[src/rtl/btn_push_encoder_if.sv]
// Stack command bus between the button encoder and the direction stack.
// master: drives PUSH/POP/DATA/REJECT, reads FULL/EMPTY; slave: the reverse.
interface btn_push_encoder_if;
    logic       PUSH;
    logic       POP;
    logic [1:0] DATA;
    logic       REJECT;
    logic       FULL;
    logic       EMPTY;

    modport master (
        output PUSH,
        output POP,
        output DATA,
        output REJECT,
        input  FULL,
        input  EMPTY
    );

    modport slave (
        input  PUSH,
        input  POP,
        input  DATA,
        input  REJECT,
        output FULL,
        output EMPTY
    );
endinterface

[src/rtl/btn_push_encoder.sv]
// Synchronises and debounces four direction buttons plus undo, and turns each
// clean single press into one PUSH (with DATA code) or POP, else a REJECT.
// Ports: CLK, RST_N (async, active-low), BTN_N[3:0], UNDO_N (raw, active-low),
// stk (master: PUSH, POP, DATA, REJECT out; FULL, EMPTY in).
module btn_push_encoder #(
    parameter int unsigned DEBOUNCE_CYCLES = 1000
) (
    input  logic                CLK,
    input  logic                RST_N,
    input  logic [3:0]          BTN_N,
    input  logic                UNDO_N,
    btn_push_encoder_if.master  stk
);

    localparam logic [15:0] CNT_MAX = 16'(DEBOUNCE_CYCLES - 1);

    typedef enum logic [1:0] {
        IDLE,
        DEBOUNCE,
        WAIT_RELEASE,
        RELEASE_DB
    } state_t;

    state_t      state;
    logic [15:0] cnt;
    logic [4:0]  cap;
    logic [4:0]  sync1;
    logic [4:0]  s;

    logic        one_dir;
    logic        only_undo;
    logic [1:0]  dir_code;

    // Classify the captured press vector for the decision edge.
    always_comb begin
        one_dir   = !cap[4] && $onehot(cap[3:0]);
        only_undo = (cap == 5'b10000);
        dir_code  = 2'd0;
        case (cap[3:0])
            4'b0001: dir_code = 2'd0;
            4'b0010: dir_code = 2'd1;
            4'b0100: dir_code = 2'd2;
            4'b1000: dir_code = 2'd3;
            default: dir_code = 2'd0;
        endcase
    end

    always_ff @(posedge CLK or negedge RST_N) begin
        if (!RST_N) begin
            sync1      <= 5'd0;
            s          <= 5'd0;
            state      <= IDLE;
            cnt        <= 16'd0;
            cap        <= 5'd0;
            stk.PUSH   <= 1'b0;
            stk.POP    <= 1'b0;
            stk.REJECT <= 1'b0;
            stk.DATA   <= 2'b00;
        end else begin
            // Inverted so a set bit means pressed.
            sync1      <= ~{UNDO_N, BTN_N};
            s          <= sync1;
            stk.PUSH   <= 1'b0;
            stk.POP    <= 1'b0;
            stk.REJECT <= 1'b0;

            case (state)
                IDLE: begin
                    if (s != 5'd0) begin
                        cap   <= s;
                        cnt   <= 16'd0;
                        state <= DEBOUNCE;
                    end
                end
                DEBOUNCE: begin
                    if (s != cap) begin
                        state <= IDLE;
                    end else if (cnt == CNT_MAX) begin
                        state <= WAIT_RELEASE;
                        if (one_dir && !stk.FULL) begin
                            stk.PUSH <= 1'b1;
                            stk.DATA <= dir_code;
                        end else if (only_undo && !stk.EMPTY) begin
                            stk.POP <= 1'b1;
                        end else begin
                            stk.REJECT <= 1'b1;
                        end
                    end else begin
                        cnt <= cnt + 16'd1;
                    end
                end
                WAIT_RELEASE: begin
                    if (s == 5'd0) begin
                        cnt   <= 16'd0;
                        state <= RELEASE_DB;
                    end
                end
                RELEASE_DB: begin
                    if (s != 5'd0) begin
                        cnt   <= 16'd0;
                        state <= WAIT_RELEASE;
                    end else if (cnt == CNT_MAX) begin
                        state <= IDLE;
                    end else begin
                        cnt <= cnt + 16'd1;
                    end
                end
                default: state <= IDLE;
            endcase
        end
    end

endmodule
[src/flat_wrapper.sv]
// flat-port wrapper written by rule: the top's interface ports become plain ports
module btn_push_encoder_flat 
#(
    parameter int unsigned DEBOUNCE_CYCLES = 1000
)
  (CLK, RST_N, BTN_N, UNDO_N, stk_PUSH, stk_POP, stk_DATA, stk_REJECT, stk_FULL, stk_EMPTY);
  btn_push_encoder_if stk_i ();
  input  logic CLK;
  input  logic RST_N;
  input  logic [3:0] BTN_N;
  input  logic UNDO_N;
  output wire logic [$bits(stk_i.PUSH)-1:0] stk_PUSH;
  output wire logic [$bits(stk_i.POP)-1:0] stk_POP;
  output wire logic [$bits(stk_i.DATA)-1:0] stk_DATA;
  output wire logic [$bits(stk_i.REJECT)-1:0] stk_REJECT;
  input wire logic [$bits(stk_i.FULL)-1:0] stk_FULL;
  input wire logic [$bits(stk_i.EMPTY)-1:0] stk_EMPTY;
  assign stk_PUSH = stk_i.PUSH;
  assign stk_POP = stk_i.POP;
  assign stk_DATA = stk_i.DATA;
  assign stk_REJECT = stk_i.REJECT;
  assign stk_i.FULL = stk_FULL;
  assign stk_i.EMPTY = stk_EMPTY;
  btn_push_encoder #(.DEBOUNCE_CYCLES(DEBOUNCE_CYCLES)) u_core (.CLK(CLK), .RST_N(RST_N), .BTN_N(BTN_N), .UNDO_N(UNDO_N), .stk(stk_i));
endmodule
[config.mk]
export PLATFORM = sky130hd
export DESIGN_NAME = btn_push_encoder_flat
export DESIGN_NICKNAME = d
export VERILOG_FILES = /design/src/rtl/btn_push_encoder_if.sv /design/src/rtl/btn_push_encoder.sv /design/src/flat_wrapper.sv
export SDC_FILE = /design/constraint.sdc
export NUM_CORES = 1
export LEC_CHECK = 0
export ABC_CLOCK_PERIOD_IN_PS = 3100
export BUFFER_PORTS_ARGS = -buffer_cell sky130_fd_sc_hd__clkbuf_2
export CORE_MARGIN = 1
export CORE_UTILIZATION = 55
export CTS_CLUSTER_DIAMETER = 50
export DETAILED_ROUTE_END_ITERATION = 10
export PLACE_DENSITY = 0.8
export SLEW_MARGIN = 20
export SYNTH_ARGS = -nofsm -noshare
export SYNTH_HDL_FRONTEND = slang
export SYNTH_SLANG_ARGS = --single-unit
[constraint.sdc]
create_clock -name CLK -period 3.1 [get_ports CLK]
set_clock_uncertainty 0.2 [all_clocks]
set_input_delay 0.155 -clock CLK [delete_from_list [all_inputs] [get_ports CLK]]
set_output_delay 0.155 -clock CLK [all_outputs]
set_load 0.01 [all_outputs]
[After elaboration in Yosys (flattened, before gate mapping)]
Cells that the tools add are included.
Word-level totals
  register bits: 38
  bits in latches: 0
  memory bits (writable): 0
  ROM bits: 0
  input bits: 9
  output and inout port bits: 5
  logic and storage cells: 71
  memories: 0
Cells by class
  $add $sub $neg: 4
  $mul: 0
  div/mod/pow operators: 0
  magnitude comparators: 0
  equality and inequality tests: 15
  shift operators: 0
  muxes and demuxes: 28
  bitwise logic cells: 2
  reductions and logical operators: 13
Operators with widths (number)
  16-bit 2-to-1 mux: 5
  16-bit case mux with 4 select lines: 1
  16-bit by 1-bit adder with 16-bit output, second input constant: 1
  16-bit by 10-bit equality test with 1-bit output, second input constant: 1
  1-bit 2-to-1 mux: 14
  2-bit 2-to-1 mux: 6
  2-bit case mux with 4 select lines: 1
  4-bit AND reduction: 2
  3-bit by 1-bit != test with 1-bit output, second input constant: 2
  2-bit case mux with 3 select lines: 1
  5-bit equality test, second input constant: 1
  5-bit logical NOT: 1
  5-bit != test: 1
  5-bit inverter: 1
  5-bit nonzero test: 1
  1-bit by 1-bit adder with 2-bit output: 2
  2-bit equality test, second input constant: 2
  4-bit by 2-bit equality test with 1-bit output, second input constant: 1
  4-bit by 3-bit equality test with 1-bit output, second input constant: 1
  4-bit equality test, second input constant: 1
  2-bit by 1-bit != test with 1-bit output, second input constant: 2
  3-bit adder: 1
  3-bit by 1-bit equality test with 1-bit output, second input constant: 1
  1-bit logical AND: 3
  other kinds (7): 9

[Logic depth before layout (Yosys ltp)]
  depth after elaboration: 9
  depth in mapped cells: 8
  mapped depth without buffers: 8

[Worst setup path before layout]
No wires, ideal clock.
  kind: register to register
  start: register u_core.cap[2]
  end: register u_core.stk.DATA[0]
  library setup time: 0.125 ns
  arrival time: 2.093 ns
  required time: 2.775 ns
  setup slack: 0.682 ns
  stages on the path, launching flop included: 9
  path buffers: 0
  period minus slack after synthesis: 2.418 ns
  path through: dfrtp_1 -> inv_1 -> ha_1 -> ha_1 -> fa_1 -> nand2b_1 -> nor4_1 -> nand2_1 -> mux2_2
On the way
  cells in the longest elaborated chain, start to end: 6
  elaborated cells on any way between the ends: 12
  those cells by class: add/sub (2); eq/ne (5); mux (1); bitwise (1); reduce/logical (3)
RTL lines
  start, declared: line btn_push_encoder.sv:26  | logic [4:0] cap;
  start signal, assigned: line btn_push_encoder.sv:70  | cap <= s;
  1-bit by 1-bit adder with 2-bit output (implied by the code): line btn_push_encoder.sv:36  | one_dir = !cap[4] && $onehot(cap[3:0]);
  3-bit adder (implied by the code): line btn_push_encoder.sv:36
  3-bit by 1-bit equality test with 1-bit output: line btn_push_encoder.sv:36
  1-bit logical AND: line btn_push_encoder.sv:36
  1-bit logical AND: line btn_push_encoder.sv:80  | if (one_dir && !stk.FULL) begin
  4-bit AND reduction (no line)
  end signal, assigned: line btn_push_encoder.sv:82  | stk.DATA <= dir_code;
  end, declared: line btn_push_encoder_if.sv:14  | output DATA,
Several ways; a longest one is shown, not always the timed one.
A chain may end at the register's enable or synchronous reset.

[Final worst setup path]
Same ends and word-level chain as after synthesis.

==> flow_metrics.env <==
export IMPL_status="finished clean"
export IMPL_diodes=0
export IMPL_maxSlewViolCount=0
export IMPL_multi_input_area_um2=855.8
export IMPL_finalCriticalPeriod_ns=2.691
export IMPL_avgSynthCellArea_um2=10.20
export IMPL_r2r_slack_ns=0.41
export IMPL_cts_tree="yes"
export IMPL_tightest_slew_ns=1.014
export IMPL_ir_drop_mv=0.4698
export IMPL_drive_above_1_share=0.1333
export IMPL_hold_viol=0
export IMPL_dp_slack_ns=0.4290
export IMPL_postRouteAntennaNets=0
export IMPL_required_ns=3.14
export IMPL_timing_rr_end="u_core.stk.DATA[0]"
export IMPL_async_flop_share=1.000
export IMPL_grt_setup_unrepaired="no"
export IMPL_path_class="reg -> reg"
export IMPL_drt_iter0_drc=42
export IMPL_dp_hpwl_mm=2.414
export IMPL_wl_per_cell_um=13.94
export IMPL_synth_main_ff_cell="dfrtp_1"
export IMPL_synth_top_area_share=0.5067
export IMPL_via_per_inst=5.610
export IMPL_yosysWarnings=0
export IMPL_fillers=244
export IMPL_antenna_found_initial=0
export IMPL_hold_depth=0
export IMPL_cp_common_cell="ha_1"
export IMPL_hold_path_class="reg -> reg"
export IMPL_final_period_utilization=0.8681
export IMPL_syn_nets=203
export IMPL_power_per_cell_area_nw_per_um2=703.7
export IMPL_die_area_um2=3650
export IMPL_hp_start="u_core.sync1[3]"
export IMPL_io_pins=14
export IMPL_grt_pass1_vias=1314
export IMPL_p_total_mw=1.529
export IMPL_p_leak_nw=1.013
export IMPL_placementRows=20
export IMPL_clock_path_buffers=2
export IMPL_ctsRootBufferMaster="clkbuf_4"
export IMPL_fmax_mhz=371.6
export IMPL_syn_area_um2=1877
export IMPL_arrival_ns=2.73
export IMPL_ys_ff_latch=38
export IMPL_grt_pass1_wl_mm=5.823
export IMPL_postLayoutCoreUtil=0.6893
export IMPL_synth_edf_count=0
export IMPL_wl_mm=3.541
export IMPL_gr_total_overflow=0
export IMPL_initial_core_util=0.5952
export IMPL_synth_area_leader_cell="dfrtp_1"
export IMPL_fp_dieW_um=60.42
export IMPL_cts_sink_count=38
export IMPL_clk_pin_slew_ns=0.11
export IMPL_grt_max_degree=39
export IMPL_cap_violations=0
export IMPL_slowest_delay_ns=0.45
export IMPL_cp_end_kind="flip-flop"
export IMPL_h_tree_depth=2
export IMPL_synthCells=184
export IMPL_max_slew_margin=0.3240
export IMPL_cts_resized=0
export IMPL_ys_seq_area_frac=0.5067
export IMPL_drc=0
export IMPL_min_to="u_core.s[3]"
export IMPL_numCtsBuffers=5
export IMPL_synth_cell_types=36
export IMPL_vias=1425
export IMPL_seqCellArea_um2=950.9
export IMPL_fin_nets=228
export IMPL_core_um2=3153
export IMPL_track_usage=0.2229
export IMPL_crit_fanout=5
export IMPL_worstRegToRegCells=8
export IMPL_dpl_instance_area_um2=1987
export IMPL_area_growth_pct=15.80
export IMPL_postCtsSetupRepairBufs=0
export IMPL_gp_congestion=0.7906
export IMPL_numPortBuffers=13
export IMPL_cp_slowest_cell="dfrtp_1"
export IMPL_setup_ws_ns=0.4088
export IMPL_startpoint_type="flip-flop"
export IMPL_final_area_um2=2173
export IMPL_setup_viol=0
export IMPL_tns_ns=0
export IMPL_reg2reg_from="u_core.cap[2]"
export IMPL_firstDrtPassIters=4
export IMPL_yosys_top_cells_area="dfrtp_1 51%, ha_1 6.0%, xnor2_1 5.6%, nor2_1 3.8%, nor4_1 3.3%"
export IMPL_clock_latency_ns=0.35
export IMPL_path_cells="inv_1, ha_1, ha_1, fa_1, nand2b_1, nor4_1, nand2_1, mux2_2"
export IMPL_die_h_um=60.42
[power by group]
group          internal, mW  switching (mW)
Combinational         0.195           0.282
Clock                 0.252           0.166
Sequential            0.554          0.0796
Total                  1.00           0.528
[cells in the final DEF (no fill, tap or decap), types with 2 or more instances in the layout]
| cell | instances |
|---|---|
| a21oi_1 | 5 |
| a22o_1 | 5 |
| and3_1 | 3 |
| and4_1 | 2 |
| bufinv_16 | 2 |
| clkbuf_2 | 13 |
| clkbuf_4 | 5 |
| dfrtp_1 | 38 |
| dlygate4sd3_1 | 8 |
| ha_1 | 9 |
| inv_1 | 14 |
| nand2_1 | 15 |
| nand2b_1 | 2 |
| nand3_1 | 7 |
| nand4_1 | 4 |
| nor2_1 | 19 |
| nor3_1 | 6 |
| nor4_1 | 10 |
| o21ai_0 | 5 |
| o31ai_1 | 2 |
| xnor2_1 | 12 |
| xor2_1 | 6 |
[metal layers]
layer	part of all wire	track usage
met3	0.056	0.06397
met5	0	0
met4	0.018	0.08766
met2	0.50	0.3752
met1	0.43	0.2717
[per-stage QoR]
stage	hold WS, ns	std cells
final	0.1588	254
after global routing	0.1695	254
after floorplan	-0.3406	184
after detailed placement	0.1016	238
after CTS	0.1620	254
after global placement	0.09817	238
[logic make-up after synthesis]
family                     count (synthesis)  share of synthesized area
AOI/OAI and AO/OA                         19                    0.06599
xor gates and xnor gates                  18                    0.08400
adders and majority gates                 10                    0.07067
buffers and inverters                     18                    0.03733
DFF                                       38                     0.5067
muxes                                      3                    0.01933
and+or+nand+nor                           78                     0.2160
[critical path: cells and delay by family, from the launching register on]
kind          cells  cell delay, ns
simple gates      3            0.58
flops             1            0.45
mux               1            0.29
fa+ha+maj         3            0.96
buf+inv           1            0.10
[final cells by class]
| class | instances | share of cell area |
|---|---|---|
| clock inverter | 3 | 0.03166 |
| timing repair buffer | 22 | 0.07024 |
| inverter | 14 | 0.02418 |
| sequential | 38 | 0.4375 |
| clock buffer | 5 | 0.01727 |
| multi-input combinational | 128 | 0.3938 |
| tap | 44 | 0.02533 |
[synthesized netlist by cell type (3+ instances only)]
library cell  instances
a22o_1                5
xnor2_1              12
xor2_1                6
nand3_1               7
ha_1                  9
nor4_1               10
inv_1                14
nand2_1              15
o21ai_0               5
a21oi_1               5
dfrtp_1              38
nand4_1               4
nor2_1               19
and3_1                3
nor3_1                6
[registers in the layout, indices dropped and copies added (netlist names)]
| signal | flops |
|---|---|
| u_core.stk.DATA | 2 |
| u_core.stk.PUSH | 1 |
| u_core.state | 2 |
| u_core.sync1 | 5 |
| u_core.stk.POP | 1 |
| u_core.s | 5 |
| u_core.stk.REJECT | 1 |
| u_core.cap | 5 |
| u_core.cnt | 16 |
[what timing repair did]
item,CTS,global route
endpoints found under the setup margin,0,0
endpoints found under the hold margin,47,0
hold buffers,8,0
[worst max-delay path by stage]
stage | from | to | slack [ns] | depth (start not counted)
4_1_cts | u_core.cap[2] | u_core.stk.DATA[0] | 0.41 | 8
3_3_place_gp | u_core.cap[2] | u_core.stk.DATA[0] | 0.62 | 8
3_5_place_dp | u_core.cap[2] | u_core.stk.DATA[0] | 0.43 | 8
5_1_grt | u_core.cap[3] | u_core.stk.DATA[0] | 0.20 | 8
6_report | u_core.cap[2] | u_core.stk.DATA[0] | 0.41 | 8
2_1_floorplan | u_core.cap[2] | u_core.stk.DATA[0] | 0.68 | 8
Power figures use the tool's default switching activity.
